===== src/rtl/uart_message_tx_pkg.sv =====
// uart_message_tx_pkg: state encodings and message byte extraction shared by the message streamer
package uart_message_tx_pkg;
  typedef enum logic [1:0] {IDLE, WAIT_BUSY, WAIT_NOT_BUSY, GAP} state_t;
  localparam int MAX_MSG_BYTES = 256;
  localparam int MAX_MSG_BITS = 8 * MAX_MSG_BYTES;
  // Byte k of a len-byte packed string; byte 0 is the leftmost character.
  function automatic logic [7:0] msg_byte(input logic [MAX_MSG_BITS-1:0] msg, input int len, input int k);
    return msg[8*(len-1-k) +: 8];
  endfunction
endpackage


===== src/rtl/uart_message_tx.sv =====
// uart_message_tx: streams a fixed string into uart over the data/dataReady/busy handshake
module uart_message_tx
  import uart_message_tx_pkg::*;
#(
  parameter int MSG_LEN = 13,
  parameter logic [8*MSG_LEN-1:0] MSG = "Hello world!\n",
  parameter bit REPEAT = 1'b0,
  parameter int GAP_CYCLES = 0
) (
  input  logic       clk,
  input  logic       reset,
  input  logic       start,
  input  logic       stop,
  input  logic       busy,
  output logic [7:0] data,
  output logic       dataReady,
  output logic       active,
  output logic       done
);
  localparam int IDX_W = MSG_LEN > 1 ? $clog2(MSG_LEN) : 1;
  localparam int GAP_W = GAP_CYCLES > 1 ? $clog2(GAP_CYCLES) : 1;
  localparam logic [IDX_W-1:0] LAST_IDX = IDX_W'(MSG_LEN - 1);
  localparam logic [GAP_W-1:0] GAP_LOAD = GAP_W'(GAP_CYCLES > 0 ? GAP_CYCLES - 1 : 0);
  localparam logic [MAX_MSG_BITS-1:0] MSG_EXT = MAX_MSG_BITS'(MSG);
  localparam logic [7:0] BYTE0 = msg_byte(MSG_EXT, MSG_LEN, 0);
  state_t state, state_n;
  logic [IDX_W-1:0] idx, idx_n;
  logic [GAP_W-1:0] gap_cnt, gap_cnt_n;
  logic stop_pending, stop_pending_n;
  logic [7:0] data_n;
  logic ready_n, active_n, done_n;
  logic [7:0] next_byte;
  assign next_byte = msg_byte(MSG_EXT, MSG_LEN, int'(idx) + 1);
  // State and registered outputs; reset clears everything at once.
  always_ff @(posedge clk or posedge reset) begin
    if (reset) begin
      state <= IDLE;
      idx <= '0;
      gap_cnt <= '0;
      stop_pending <= 1'b0;
      data <= '0;
      dataReady <= 1'b0;
      active <= 1'b0;
      done <= 1'b0;
    end else begin
      state <= state_n;
      idx <= idx_n;
      gap_cnt <= gap_cnt_n;
      stop_pending <= stop_pending_n;
      data <= data_n;
      dataReady <= ready_n;
      active <= active_n;
      done <= done_n;
    end
  end
  // Next state: launch, handshake each byte, wrap or gap when repeating, finish on stop or end.
  always_comb begin
    state_n = state;
    idx_n = idx;
    gap_cnt_n = gap_cnt;
    data_n = data;
    ready_n = dataReady;
    active_n = active;
    done_n = 1'b0;
    stop_pending_n = stop_pending | (state != IDLE && stop);
    case (state)
      IDLE: if (start) begin
        stop_pending_n = stop;
        data_n = BYTE0;
        ready_n = 1'b1;
        idx_n = '0;
        active_n = 1'b1;
        state_n = WAIT_BUSY;
      end
      WAIT_BUSY: if (busy) begin
        ready_n = 1'b0;
        state_n = WAIT_NOT_BUSY;
      end
      WAIT_NOT_BUSY: if (!busy) begin
        if (stop_pending || (idx == LAST_IDX && !REPEAT)) begin
          done_n = 1'b1;
          active_n = 1'b0;
          stop_pending_n = 1'b0;
          state_n = IDLE;
        end else if (idx != LAST_IDX) begin
          idx_n = idx + 1'b1;
          data_n = next_byte;
          ready_n = 1'b1;
          state_n = WAIT_BUSY;
        end else if (GAP_CYCLES == 0) begin
          idx_n = '0;
          data_n = BYTE0;
          ready_n = 1'b1;
          state_n = WAIT_BUSY;
        end else begin
          idx_n = '0;
          gap_cnt_n = GAP_LOAD;
          state_n = GAP;
        end
      end
      GAP: if (stop || stop_pending) begin
        done_n = 1'b1;
        active_n = 1'b0;
        stop_pending_n = 1'b0;
        state_n = IDLE;
      end else if (gap_cnt == '0) begin
        data_n = BYTE0;
        ready_n = 1'b1;
        state_n = WAIT_BUSY;
      end else begin
        gap_cnt_n = gap_cnt - 1'b1;
      end
      default: state_n = IDLE;
    endcase
  end
endmodule

===== config.mk =====
export PLATFORM = sky130hd
export DESIGN_NAME = uart_message_tx
export DESIGN_NICKNAME = d
export VERILOG_FILES = /design/src/rtl/uart_message_tx_pkg.sv /design/src/rtl/uart_message_tx.sv
export SDC_FILE = /design/constraint.sdc
export NUM_CORES = 1
export LEC_CHECK = 0
export CAP_MARGIN = 5
export CORE_MARGIN = 3
export CORE_UTILIZATION = 45
export DETAILED_ROUTE_END_ITERATION = 6
export GPL_TIMING_DRIVEN = 1
export PLACE_DENSITY = 0.71
export RECOVER_POWER = 100
export SLEW_MARGIN = 0
export SYNTH_ARGS = -nofsm -noshare
export SYNTH_HDL_FRONTEND = slang
export SYNTH_SLANG_ARGS = --single-unit

===== constraint.sdc =====
create_clock -name clk -period 2 [get_ports clk]
set_input_delay 0.4 -clock clk [delete_from_list [all_inputs] [get_ports clk]]
set_output_delay 0.4 -clock clk [all_outputs]
set_load 0.03 [all_outputs]

Word level (Yosys, flattened, before mapping) --
Cells that the tools add are included. Widths: inputs -> output; s select.
Storage, ports and cells: flip-flop bits (word level) 19, word-level logic and storage cells 82, output and inout port bits 11
Operators by class: multiplexer cells 40, shifts and indexed selects 1, bitwise logic cells 2, reduce and logical (&&, ||, !) cells 13, add/sub/neg operators 4, eq/ne operators 14
Operators with widths (count):
- $shiftx 2048x9->8 const A | 1
- $mux 8 | 6
- $pmux 8 s3 | 1
- $mux 1 | 18
- $mux 4 | 4
- $ne 2x2->1 const B | 8
- $reduce_and 6->1 | 2
- $mux 2 | 5
- $pmux 2 s4 | 1
- $pmux 4 s2 | 1
- $reduce_and 4->1 | 2
- $pmux 1 s3 | 2
- $sub 4x5->6 const A | 1
- $add 4x1->5 const B | 1
- $reduce_and 5->1 | 1
- $add 4x1->4 const B | 1
- $eq 2x2->1 const B | 2
- $eq 4x4->1 const B | 1
- $ne 4x4->1 const B | 1
- $pmux 1 s4 | 1
- $reduce_bool 2->1 | 2
- $ne 3x3->1 const B | 1
- $reduce_bool 3->1 | 1
- $eq 2x1->1 const B | 1
- other kinds (8) | 9

Logic depth before layout (Yosys ltp) --
depth in word-level cells 7, depth in mapped cells 8

Worst setup path after synthesis --
Ideal clock, no wire load.
path type reg-to-reg, from register idx[0], to register data[0], clock period less this slack 2035 ps, setup time 128 ps, data arrival time 1908 ps, data required time 1872 ps, setup slack -35 ps, buffers on the path 2, cell stages (with the launch flop) 9, cells stage by stage dfrtp_1 > clkbuf_1 > inv_1 > ha_1 > a21o_1 > nor3_4 > nor2b_4 > buf_6 > mux2_1
Between the ends: longest elaborated chain between the ends 7, elaborated cells on any way between the ends 12, those cells by class 2 x add/sub; 3 x eq/ne; 1 x shift; 4 x mux; 2 x reduce/logical
Ends and longest elaborated chain:
- start: declaration | RTL line uart_message_tx.sv:27 | logic [IDX_W-1:0] idx, idx_n;
- start signal: assignment | RTL line uart_message_tx.sv:47 | idx <= idx_n;
- $add 4x1->5 | RTL line uart_message_tx.sv:33 | assign next_byte = msg_byte(MSG_EXT, MSG_LEN, int'(idx) + 1);
- $sub 4x5->6 | RTL line uart_message_tx_pkg.sv:8 | return msg[8*(len-1-k) +: 8];
- $shiftx 2048x9->8 | RTL line uart_message_tx_pkg.sv:8
- $mux 8 | RTL line uart_message_tx.sv:85 | end else if (idx != LAST_IDX) begin
- $mux 8 | RTL line uart_message_tx.sv:80 | if (stop_pending || (idx == LAST_IDX && !REPEAT)) begin
- $mux 8 | RTL line uart_message_tx.sv:79 | WAIT_NOT_BUSY: if (!busy) begin
- $pmux 8 s3 | RTL line uart_message_tx.sv:66 | case (state)
- end signal: assignment | RTL line uart_message_tx.sv:50 | data <= data_n;
- end: declaration | RTL line uart_message_tx.sv:15 | output logic [7:0] data,
Parallel ways exist; a longest one is shown, timed or not. The select of a mux whose other input is x is not followed. A chain may end at the register's enable or synchronous reset.

Worst setup path in the final report --
from register active, to output port active
RTL lines:
- start: declaration | RTL line uart_message_tx.sv:17 | output logic active,
- start signal: assignment | RTL line uart_message_tx.sv:52 | active <= active_n;
No word-level cell between the ends.

==> run summary <==
Critical path
* **Crit Path Category** reg2out
* **buffer and inverter count on the worst path** 1
* **source of the critical timing path** active
* **peak per-stage delay on the critical path** 0.74 ns
* **cell family with most CP delay** buffers and inverters
* **required time worst endpoint** 1.60 ns
* **FF-to-FF path depth** 4
* **Critical-path top delay cell** sky130_fd_sc_hd__dlygate4sd3_1
* **cell chain of the critical path** dlygate4sd3_1
* **number of stages on the worst setup path** 1
* **Worst EP arrival** 1.40 ns
* **CP max FO** 3
* **capturing instance or port of the critical path** active
* **Worst R2R End** data[0]
* **endpoint kind of the worst setup timing path** output port
* **kind of launch point of the worst setup path** flip-flop
* **worst flop-to-flop path startpoint** state[1]
* **worst reg-to-reg setup slack** 0.22 ns

Drt
* **number of iterations in the first detailed-routing pass** 4
* **number of design-rule violations left by the first detailed-router iteration** 35
* **wire per inst** 13.3 um
* **DR DRC count** 0
* **count of antenna-violating nets left after detailed routing** 0
* **Via density** 5.75
* **wirelength, routed** 2220 um
* **total vias in the final route** 954

Floorplan
* **site row count** 17
* **initial core utilization** 0.486
* **I/O pins** 16
* **Total Die Area** 0.00306 sq mm
* **area of the core** 0.00225 sq mm
* **die extent in y** 55.4 um
* **chip width** 55.4 um

Clock network
* **number of clock sinks** 17
* **Gates resized, CTS repair** 0
* **CTS clk-pin slew, worst paths** 0.11 ns
* **latest clock arrival within the worst-skew pair** 0.29 ns
* **Post-CTS Setup Bufs** 0
* **Hold-fix buffers, CTS** 0
* **TritonCTS clock tree** yes
* **CTS buffer count** 3
* **CTS max path bufs** 2
* **H-tree levels** 1
* **root buf cell** sky130_fd_sc_hd__clkbuf_4

Place
* **Inst Count DP** 162
* **gp weighted congestion** 0.840
* **post-DP HPWL** 1650 um
* **quantity of I/O buffers inserted on ports** 14

Synthesis
* **total standard cell area after synthesis** 0.00110 sq mm
* **asr flop ratio synth** 1.00
* **number of distinct library cell variants in the gate-level netlist after synthesis** 41
* **synthesized instance count** 119
* **dominant synthesized flop cell** sky130_fd_sc_hd__dfrtp_1
* **sequential area share after synthesis** 0.388
* **flops & latches, synth** 17
* **number of enable flip-flop cells after synthesis** 0
* **share of the synthesized area in the top cell type** 0.388
* **area leader, netlist** sky130_fd_sc_hd__dfrtp_1
* **post-synthesis net count** 128
* **leading post-synthesis cells by cell area** sky130_fd_sc_hd__dfrtp_1 (39%), sky130_fd_sc_hd__a21oi_1 (5.5%), sky130_fd_sc_hd__ha_1 (4.6%)
* **post-synthesis average cell area** 9.21 sq um
* **yosys synthesis warning count** 0

Flow run
* **number of max-cap violations** 0

Finish
* **FF+latch area** 425 sq um
* **Fill cells** 217
* **antenna diode instance count** 0
* **most common cell after layout, fill and taps aside** sky130_fd_sc_hd__dfrtp_1
* **total area of multi-input combinational cells** 574 sq um
* **commonest non-fill, non-tap cells in the layout** sky130_fd_sc_hd__dfrtp_1 (17), sky130_fd_sc_hd__a21oi_1 (12), sky130_fd_sc_hd__nand2_1 (12)
* **final cell count without fillers** 166
* **fraction of final layout cells sized beyond drive strength 1** 0.101
* **layout overhead on the synthesized area** 17.5%
* **nets@finish** 148

Timing
* **measured slew at the worst slew-check pin** 0.897 ns
* **TNS Setup** 0 ns
* **fin crit period** 1.80 ns
* **Fin Clk Skew** 0.0130 ns
* **setup violation total in the final timing report** 0
* **max-slew headroom at the worst pin** 0.402
* **number of endpoints with negative hold slack in the final report** 0
* **Pins Over Slew Limit** 0
* **Period Utilization, post-route** 0.901
* **setup repair after global routing missed its margin** no
* **peak clock frequency supported by timing** 0.555 GHz

GRT
* **antenna violations before repair** 0
* **pin count of the biggest net entering global routing** 18
* **vias in the first global route** 817
* **first-pass GRT wire length** 3880 um
* **grt total ovfl** 0
* **GRT Overall Usage** 0.158

Status
* **run status** completed

Min path
* **Min-Delay Path Class** reg2reg

Pwr
* **pwr/cell area** 1210 mW/mm^2
* **Leakage** 0.604 nW
* **worst ir drop on vdd** 0.603 mV

==> layer usage <==
metal,vias to the layer above,GRT usage,share of wire
li1,459,-,-
met1,459,0.246,0.50
met2,32,0.206,0.42
met3,4,0.0234,0.055
met4,0,0.0799,0.021
met5,-,0,0
==> worst min-delay path by stage <==
stage                        from        to  slack (ns)  cells after the start
after floorplan             reset    active        0.33                      1
after global placement    data[5]   data[5]        0.48                      1
after detailed placement  data[5]   data[5]        0.49                      1
after CTS                   reset  state[1]        0.42                      3
after global routing      data[3]   data[3]        0.54                      2
final                     data[4]   data[4]        0.50                      1
==> flip-flops by register name, indices dropped and copies added, names as in the netlist <==
| name | cells |
|---|---|
| dataReady | 1 |
| idx | 4 |
| done | 1 |
| state | 2 |
| active | 1 |
| data | 7 |
| stop_pending | 1 |
==> through the flow <==
stage | setup WS, ns | util | instance area [sq um] | hold WS [ns] | total power, mW
2_1_floorplan | 0.0570 | - | 1100 | 0.326 | 1.19
3_3_place_gp | 0.142 | 0.572 | 1290 | 0.477 | 1.42
3_5_place_dp | 0.0676 | 0.572 | 1290 | 0.490 | 1.43
4_1_cts | 0.250 | 0.583 | 1320 | 0.417 | 1.62
5_1_grt | 0.0797 | 0.571 | 1290 | 0.536 | 1.68
6_report | 0.197 | 0.571 | 1290 | 0.495 | 1.56
==> synthesized netlist by cell type (all sizes together) (2+ instances only) <==
cell	instances
a21o	4
nor2b	3
o21ai	10
dfrtp	17
nor2	4
ha	4
a21oi	12
buf	4
nand2	13
mux2	6
nand3	3
a221oi	2
inv	9
nand2b	3
o31a	2
clkbuf	4
==> report_power, final <==
part	switching, mW	internal, mW
clock	0.107	0.0775
sequential	0.118	0.445
combinational	0.486	0.331
total	0.710	0.853
==> worst register-to-register path, stage by stage (launching register included) <==
cell and delay, ns:
sky130_fd_sc_hd__dfrtp_1 0.57, sky130_fd_sc_hd__nand2b_1 0.24, sky130_fd_sc_hd__o32a_1 0.20, sky130_fd_sc_hd__nor2b_2 0.31, sky130_fd_sc_hd__mux2_1 0.36
==> cell families (layout without fill, tap and decap cells) <==
logic type	after synthesis	after routing	synth area share
AOI/OAI and AO/OA	39	39	0.231
xor gates and xnor gates	1	1	0.00799
adders and majority gates	4	4	0.0457
buffers and inverters	17	36	0.0765
DFF	17	17	0.388
muxes	7	7	0.0776
other	1	1	0.00342
and+or+nand+nor	33	33	0.170
==> final cells by class <==
class | count | share of cell area
Clock buffer | 4 | 0.0204
Inverter | 9 | 0.0262
Multi-Input combinational cell | 85 | 0.446
Sequential cell | 17 | 0.330
Tap cell | 28 | 0.0272
Timing Repair Buffer | 23 | 0.150
Power figures use the tool's default switching activity.
